[src/rtl/freq_counter_pkg.sv]
// Shared types and constants for the frequency counter.
// The FSM has two states: idle between measurements, and measure during a gate window.
package freq_pkg;

    typedef enum logic {
        IDLE    = 1'b0,
        MEASURE = 1'b1
    } fc_state_t;

    localparam int unsigned DEFAULT_CLK_HZ = 32'd50_000_000;

endpackage

[src/rtl/freq_counter_sync.sv]
// Synchronises an asynchronous input into the clk_in domain and emits a
// one-cycle pulse on each synchronised rising edge (buttons, external pulses).
module sync_edge_detect #(
    parameter int unsigned SYNC_STAGES = 2
) (
    input  logic clk_in,
    input  logic rst_n,
    input  logic sig_in,
    output logic rise_pulse
);

    logic [SYNC_STAGES-1:0] sync_r;
    logic                   sync_q_r;

    // Synchroniser shift chain plus one delayed copy of its output for edge detection
    always_ff @(posedge clk_in) begin
        if (!rst_n) begin
            sync_r   <= '0;
            sync_q_r <= 1'b0;
        end else begin
            sync_r   <= {sync_r[SYNC_STAGES-2:0], sig_in};
            sync_q_r <= sync_r[SYNC_STAGES-1];
        end
    end

    assign rise_pulse = sync_r[SYNC_STAGES-1] & ~sync_q_r;

endmodule

[src/rtl/freq_counter.sv]
// Counts synchronised rising edges of sig_in over back-to-back gate windows of
// GATE_CYCLES clocks and publishes each window's total with valid/ack handshake.
module freq_counter
    import freq_pkg::*;
#(
    parameter int unsigned GATE_CYCLES = DEFAULT_CLK_HZ,
    parameter int unsigned CNT_W       = 32,
    parameter int unsigned SYNC_STAGES = 2
) (
    input  logic             clk_in,
    input  logic             rst_n,
    input  logic             sig_in,
    input  logic             enable,
    input  logic             result_ack,
    output logic [CNT_W-1:0] count,
    output logic             overflow,
    output logic             result_valid,
    output logic             overrun
);

    localparam int unsigned         GATE_W    = $clog2(GATE_CYCLES);
    localparam logic [GATE_W-1:0]   GATE_LAST = GATE_W'(GATE_CYCLES - 1);
    localparam logic [CNT_W-1:0]    ACC_MAX   = {CNT_W{1'b1}};

    fc_state_t          state_r;
    logic [GATE_W-1:0]  gate_r;
    logic [CNT_W-1:0]   acc_r;
    logic               win_ovf_r;
    logic [CNT_W-1:0]   count_r;
    logic               overflow_r;
    logic               result_valid_r;
    logic               overrun_r;

    logic               rise_s;
    logic               sat_now_s;
    logic [CNT_W-1:0]   acc_next_s;
    logic               terminal_s;
    logic               close_s;

    sync_edge_detect #(
        .SYNC_STAGES (SYNC_STAGES)
    ) u_sync (
        .clk_in     (clk_in),
        .rst_n      (rst_n),
        .sig_in     (sig_in),
        .rise_pulse (rise_s)
    );

    // Saturating next accumulator value and window-close detection.
    // Overflow means an edge had to be dropped because the accumulator was full.
    always_comb begin
        sat_now_s  = rise_s & (acc_r == ACC_MAX);
        acc_next_s = acc_r;
        if (sat_now_s) begin
            acc_next_s = ACC_MAX;
        end else begin
            acc_next_s = acc_r + {{(CNT_W-1){1'b0}}, rise_s};
        end
        terminal_s = (gate_r == GATE_LAST);
        close_s    = (state_r == MEASURE) & enable & terminal_s;
    end

    // Gate FSM: gate counter and edge accumulator; disable discards the partial window
    always_ff @(posedge clk_in) begin
        if (!rst_n) begin
            state_r   <= IDLE;
            gate_r    <= '0;
            acc_r     <= '0;
            win_ovf_r <= 1'b0;
        end else begin
            case (state_r)
                IDLE: begin
                    gate_r    <= '0;
                    acc_r     <= '0;
                    win_ovf_r <= 1'b0;
                    if (enable) begin
                        state_r <= MEASURE;
                    end else begin
                        state_r <= IDLE;
                    end
                end
                MEASURE: begin
                    if (!enable) begin
                        state_r   <= IDLE;
                        gate_r    <= '0;
                        acc_r     <= '0;
                        win_ovf_r <= 1'b0;
                    end else if (terminal_s) begin
                        state_r   <= MEASURE;
                        gate_r    <= '0;
                        acc_r     <= '0;
                        win_ovf_r <= 1'b0;
                    end else begin
                        state_r   <= MEASURE;
                        gate_r    <= gate_r + {{(GATE_W-1){1'b0}}, 1'b1};
                        acc_r     <= acc_next_s;
                        win_ovf_r <= win_ovf_r | sat_now_s;
                    end
                end
                default: begin
                    state_r   <= IDLE;
                    gate_r    <= '0;
                    acc_r     <= '0;
                    win_ovf_r <= 1'b0;
                end
            endcase
        end
    end

    // Result registers: a closing window always wins over a simultaneous ack
    always_ff @(posedge clk_in) begin
        if (!rst_n) begin
            count_r        <= '0;
            overflow_r     <= 1'b0;
            result_valid_r <= 1'b0;
            overrun_r      <= 1'b0;
        end else if (close_s) begin
            count_r        <= acc_next_s;
            overflow_r     <= win_ovf_r | sat_now_s;
            result_valid_r <= 1'b1;
            if (result_ack) begin
                overrun_r <= 1'b0;
            end else if (result_valid_r) begin
                overrun_r <= 1'b1;
            end else begin
                overrun_r <= overrun_r;
            end
        end else if (result_ack) begin
            count_r        <= count_r;
            overflow_r     <= overflow_r;
            result_valid_r <= 1'b0;
            overrun_r      <= 1'b0;
        end else begin
            count_r        <= count_r;
            overflow_r     <= overflow_r;
            result_valid_r <= result_valid_r;
            overrun_r      <= overrun_r;
        end
    end

    assign count        = count_r;
    assign overflow     = overflow_r;
    assign result_valid = result_valid_r;
    assign overrun      = overrun_r;

endmodule

[config.mk]
export PLATFORM = sky130hd
export DESIGN_NAME = freq_counter
export DESIGN_NICKNAME = d
export VERILOG_FILES = /design/src/rtl/freq_counter_pkg.sv /design/src/rtl/freq_counter_sync.sv /design/src/rtl/freq_counter.sv
export SDC_FILE = /design/constraint.sdc
export NUM_CORES = 1
export LEC_CHECK = 0
export ABC_AREA = 0
export ABC_CLOCK_PERIOD_IN_PS = 2900
export CAP_MARGIN = 5
export CORE_MARGIN = 2
export CORE_UTILIZATION = 60
export CTS_CLUSTER_SIZE = 14
export DETAILED_ROUTE_END_ITERATION = 8
export PLACE_DENSITY = 0.83
export SYNTH_ARGS = -nofsm -noshare
export SYNTH_HDL_FRONTEND = slang
export SYNTH_SLANG_ARGS = --single-unit
[constraint.sdc]
create_clock -name clk_in -period 2.9 [get_ports clk_in]
set_input_delay 0.87 -clock clk_in [delete_from_list [all_inputs] [get_ports clk_in]]
set_output_delay 0.87 -clock clk_in [all_outputs]
set_load 0.05 [all_outputs]
# == After elaboration in Yosys (flattened, before gate mapping) ==
# Index checks and enable logic that the tools add are counted.
# Widths: inputs -> output; s select.
# totals
ff_bits,98
elab_cells,40
# classes
addsub,2
n_eq_ne,2
n_mux,16
bitwise_logic,7
n_reduce_logical,3
# ops
cell,count
$mux 32,3
$pmux 32 s2,1
$mux 26,2
$pmux 26 s2,1
$add 32x1->32,1
$eq 32x32->1 const B,1
$add 26x1->26 const B,1
$eq 26x26->1 const B,1
$mux 1,8
$and 1x1->1,4
$reduce_bool 2->1,2
$not 1->1,2
$pmux 1 s2,1
$reduce_and 2->1,1
$or 1x1->1,1

# == Depth between registers and ports, before layout ==
# logic_depth
depth_word,7
ltp_mapped,9

# == Cells and area by module ==
# From an unflattened synthesis, not the netlist that was laid out.
# hier_totals
hier_cells,452
area_unflattened_um2,4113.9
# modules_own_cells
module,instances,cells_per_inst,area_per_inst_um2
freq_counter,1,445,4021.4
sync_edge_detect,1,7,92.6

# == Worst setup path after synthesis ==
# OpenSTA, ideal clock, no wires.
# synth_timing
path_type,in2reg
start,in rst_n
end,reg acc_r[29]
setup_time_ps,64
t_arrival_ps,1920
required_ps,2836
path_slack_ps,916
stages,6
path_cell_list,clkinv_1 > or3_1 > clkbuf_1 > buf_2 > buf_4 > nor2_1
# synth_lines
item,line_no,rtl
"start, declared",freq_counter.sv:11,"input logic rst_n,"
"end signal, assigned",freq_counter.sv:96,acc_r <= acc_next_s;
"end, declared",freq_counter.sv:27,logic [CNT_W-1:0] acc_r;

# == Final worst setup path ==
# layout_timing
start,reg count_r[14] (netlist: count[14])
end,out count[14]
# layout_lines
item,line_no,rtl
"start, declared",freq_counter.sv:29,logic [CNT_W-1:0] count_r;
"start signal, assigned",freq_counter.sv:118,count_r <= acc_next_s;
"start signal, assigned",freq_counter.sv:129,count_r <= count_r;
"start signal, assigned",freq_counter.sv:134,count_r <= count_r;
"end, declared",freq_counter.sv:15,"output logic [CNT_W-1:0] count,"
# No word-level cell between the ends.

==> insert_results.sql <==
INSERT INTO impl_metrics (metric_group, metric, value, unit) VALUES
('route', 'drcViolationCount', '0', ''),
('layout', 'areaGrowthSynthToFinish', '15.0', '%'),
('sta', 'setup_violations', '0', ''),
('sta', 'aggregate_negative_setup_slack', '0', 'ns'),
('route', 'wl_per_cell', '15.1', 'um'),
('critical_path', 'worstPathRequired', '2.03', 'ns'),
('cts', 'worst_skew_pair.late_latency', '0.37', 'ns'),
('global_routing', 'first_global_vias', '3112', ''),
('critical_path', 'path_max_fanout', '2', ''),
('hold_path', 'min_delay_path_depth', '2', ''),
('synth', 'post-synth-top-area-fraction', '46.9', '%'),
('placed_design', 'portBuffers', '39', ''),
('floorplan', 'pin_count', '40', ''),
('pwr', 'power_frac_clock', '37.4', '%'),
('synth', 'synthDistinctLibCells', '39', ''),
('sta', 'clock-skew-final', '0.0142', 'ns'),
('sta', 'final_min_period_over_clock_period', '83.6', '%'),
('hold_path', 'min_path_type', 'flop to flop', ''),
('sta', 'max_freq', '0.412', 'GHz'),
('sta', 'slew_viol_final', '0', ''),
('global_routing', 'grt_max_degree', '41', ''),
('synth', 'count_of_flip_flops_with_a_built_in_enable_after_synthesis', '0', ''),
('critical_path', 'worst_setup_path_start_kind', 'flop', ''),
('placed_design', 'dpl.hpwl', '5980', 'um'),
('sta', 'slew_headroom', '60.4', '%'),
('run', 'drv_cap', '0', ''),
('synth', 'yosys_most_used_dff', 'sky130_fd_sc_hd__dfxtp_1', ''),
('critical_path', 'cp_data_arrival_time', '1.55', 'ns'),
('route', 'postRouteAntennaNets', '0', ''),
('critical_path', 'timing.critical_path.slowest_cell_delay', '0.81', 'ns'),
('synth', 'yosys.cell_count.top_type', 'sky130_fd_sc_hd__dfxtp_1', ''),
('critical_path', 'cp_top_family', 'buffers and inverters', ''),
('global_routing', 'grt_overflow_total', '0', ''),
('sta', 'rsz0062_at_grt', 'no', ''),
('global_routing', 'grt_pass1_wl', '14700', 'um'),
('floorplan', 'placeableCoreArea', '0.00676', 'mm^2'),
('layout', 'fin_nets', '504', ''),
('critical_path', 'crit_path_top_delay_cell', 'sky130_fd_sc_hd__clkdlybuf4s50_1', ''),
('pwr', 'power.share.combinational', '1.4', '%'),
('route', 'via_count', '3424', ''),
('placed_design', 'gp_routability_congestion', '0.833', ''),
('layout', 'antenna_cells', '0', ''),
('pwr', 'power.sequential.fraction', '61.2', '%'),
('sta', 'worst_pin_slew', '0.590', 'ns'),
('synth', 'postSynthRegisterBits', '98', ''),
('synth', 'syn-cell-area', '0.00418', 'mm^2'),
('synth', 'syn-num-nets', '469', ''),
('synth', 'netlist_top_cells_area', 'sky130_fd_sc_hd__dfxtp_1 47%, sky130_fd_sc_hd__xor2_1 8.8%, sky130_fd_sc_hd__nor2_1 6.6%, sky130_fd_sc_hd__a21oi_1 4.3%, sky130_fd_sc_hd__nand4_1 3.1%', ''),
('floorplan', 'dieArea', '0.00765', 'mm^2'),
('route', 'drt_first_iter_violations', '197', ''),
('sta', 'timing_hold_violations_final', '0', ''),
('cts', 'clk_pin_slew_worst_paths', '0.10', 'ns'),
('floorplan', 'initial_core_utilization', '61.9', '%'),
('cts', 'clock_sinks', '98', ''),
('global_routing', 'groute.usage.overall', '24.4', '%'),
('synth', 'netlist_instances', '461', ''),
('critical_path', 'crit_path_end_kind', 'output port', ''),
('critical_path', 'crit_cells', '1', ''),
('pwr', 'power.switching', '522', 'uW'),
('layout', 'final_util', '71.1', '%'),
('critical_path', 'critical_path_buf_inv_count', '1', ''),
('cts', 'htree_num_levels', '3', ''),
('cts', 'holdBufCountCts', '0', ''),
('floorplan', 'floorplan.die.width', '87.5', 'um'),
('cts', 'cts_buffers', '9', ''),
('route', 'routed_wirelength', '8770', 'um'),
('cts', 'ctsRootBufferMaster', 'sky130_fd_sc_hd__clkbuf_8', ''),
('pwr', 'p_per_area', '459', 'mW/mm^2'),
('sta', 'timing.final.crit_period', '2.42', 'ns'),
('cts', 'clock_tree_from_tritoncts', 'built', ''),
('outcome', 'status', 'complete, no violations', '');
## power by group through the flow
stage | Sequential [uW] | Clock [uW] | Combinational (uW)
after floorplan | 1380 | 0 | 18.2
after global placement | 1380 | 0 | 30.3
after detailed placement | 1380 | 0 | 30.6
after CTS | 1350 | 839 | 30.7
after global routing | 1350 | 903 | 33.8
final | 1350 | 824 | 31.0
## layer usage
metal  GRT usage (%)  vias to the layer above  wire length, um
met3            4.55                       14              419
met5               0                        -                0
met1            33.2                     1634             4030
li1                -                     1677                -
met2            39.1                       99             4180
met4            8.11                        0              136
## kinds of logic after synthesis
logic type	synth area share [%]
XOR/XNOR	10.7
buffers and inverters	3.59
adder cells (fa/ha/maj)	0.898
AND/OR/NAND/NOR	26.9
AO/OA/AOI/OAI	11.0
flip-flops	46.9
## registers in the layout (all words and copies together), names as in the netlist
signal and flops:
acc_r 32, count 32, gate_r 26, overflow 1
overrun 1, result_valid 1, state_r 1, u_sync.sync_q_r 1
u_sync.sync_r 2, win_ovf_r 1
## final cells by class
| cell class | instances | area (um^2) |
|---|---|---|
| fillers | 508 | 1950 |
| repair buffers | 48 | 470 |
| inverters | 6 | 22.5 |
| well taps | 80 | 100 |
| clock inverters | 7 | 60.1 |
| multi-input cells | 333 | 2070 |
| clock buffers | 9 | 124 |
| flip-flops and latches | 98 | 1960 |
## metrics by stage
stage | hold WS [ns] | instance area (um^2) | setup WS (ns) | cells
2_1_floorplan | 0.412 | 4180 | 0.916 | 461
3_3_place_gp | 0.445 | 4620 | 0.435 | 565
3_5_place_dp | 0.444 | 4620 | 0.358 | 565
4_1_cts | 0.465 | 4810 | 0.470 | 581
5_1_grt | 0.478 | 4810 | 0.383 | 581
6_report | 0.475 | 4810 | 0.475 | 581
## worst reg2reg max path, cell delays in order (launching register included)
cell                      delay [ns]
sky130_fd_sc_hd__dfxtp_1        0.37
sky130_fd_sc_hd__nor2b_1        0.15
sky130_fd_sc_hd__ha_1           0.26
sky130_fd_sc_hd__ha_1           0.27
sky130_fd_sc_hd__nand4_1        0.28
sky130_fd_sc_hd__nor2_1         0.17
sky130_fd_sc_hd__buf_4          0.19
sky130_fd_sc_hd__nand4_1        0.12
sky130_fd_sc_hd__xor2_1         0.25
sky130_fd_sc_hd__a21oi_1        0.10
## cell usage in the layout (no fill, tap or decap), drive strengths merged, types with 4 or more instances in the layout
cell type / n
a211oi: 11
a21oi: 36
a31oi: 5
and2: 10
and3: 10
and4: 5
buf: 9
clkbuf: 9
clkdlybuf4s50: 39
dfxtp: 98
inv: 8
nand2: 24
nand3: 27
nand4: 21
nor2: 73
nor2b: 4
nor3: 11
nor4: 13
o21ai: 19
xnor2: 9
xor2: 42
## final timing paths
kind                                        from         to  slack [ns]
worst max register to register  u_sync.sync_r[1]  acc_r[30]        0.61
worst max-delay path                   count[14]  count[14]        0.48
worst min register to register         count[28]  count[28]        0.48
worst min-delay path                   count[28]  count[28]        0.48
Power figures use the tool's default switching activity.
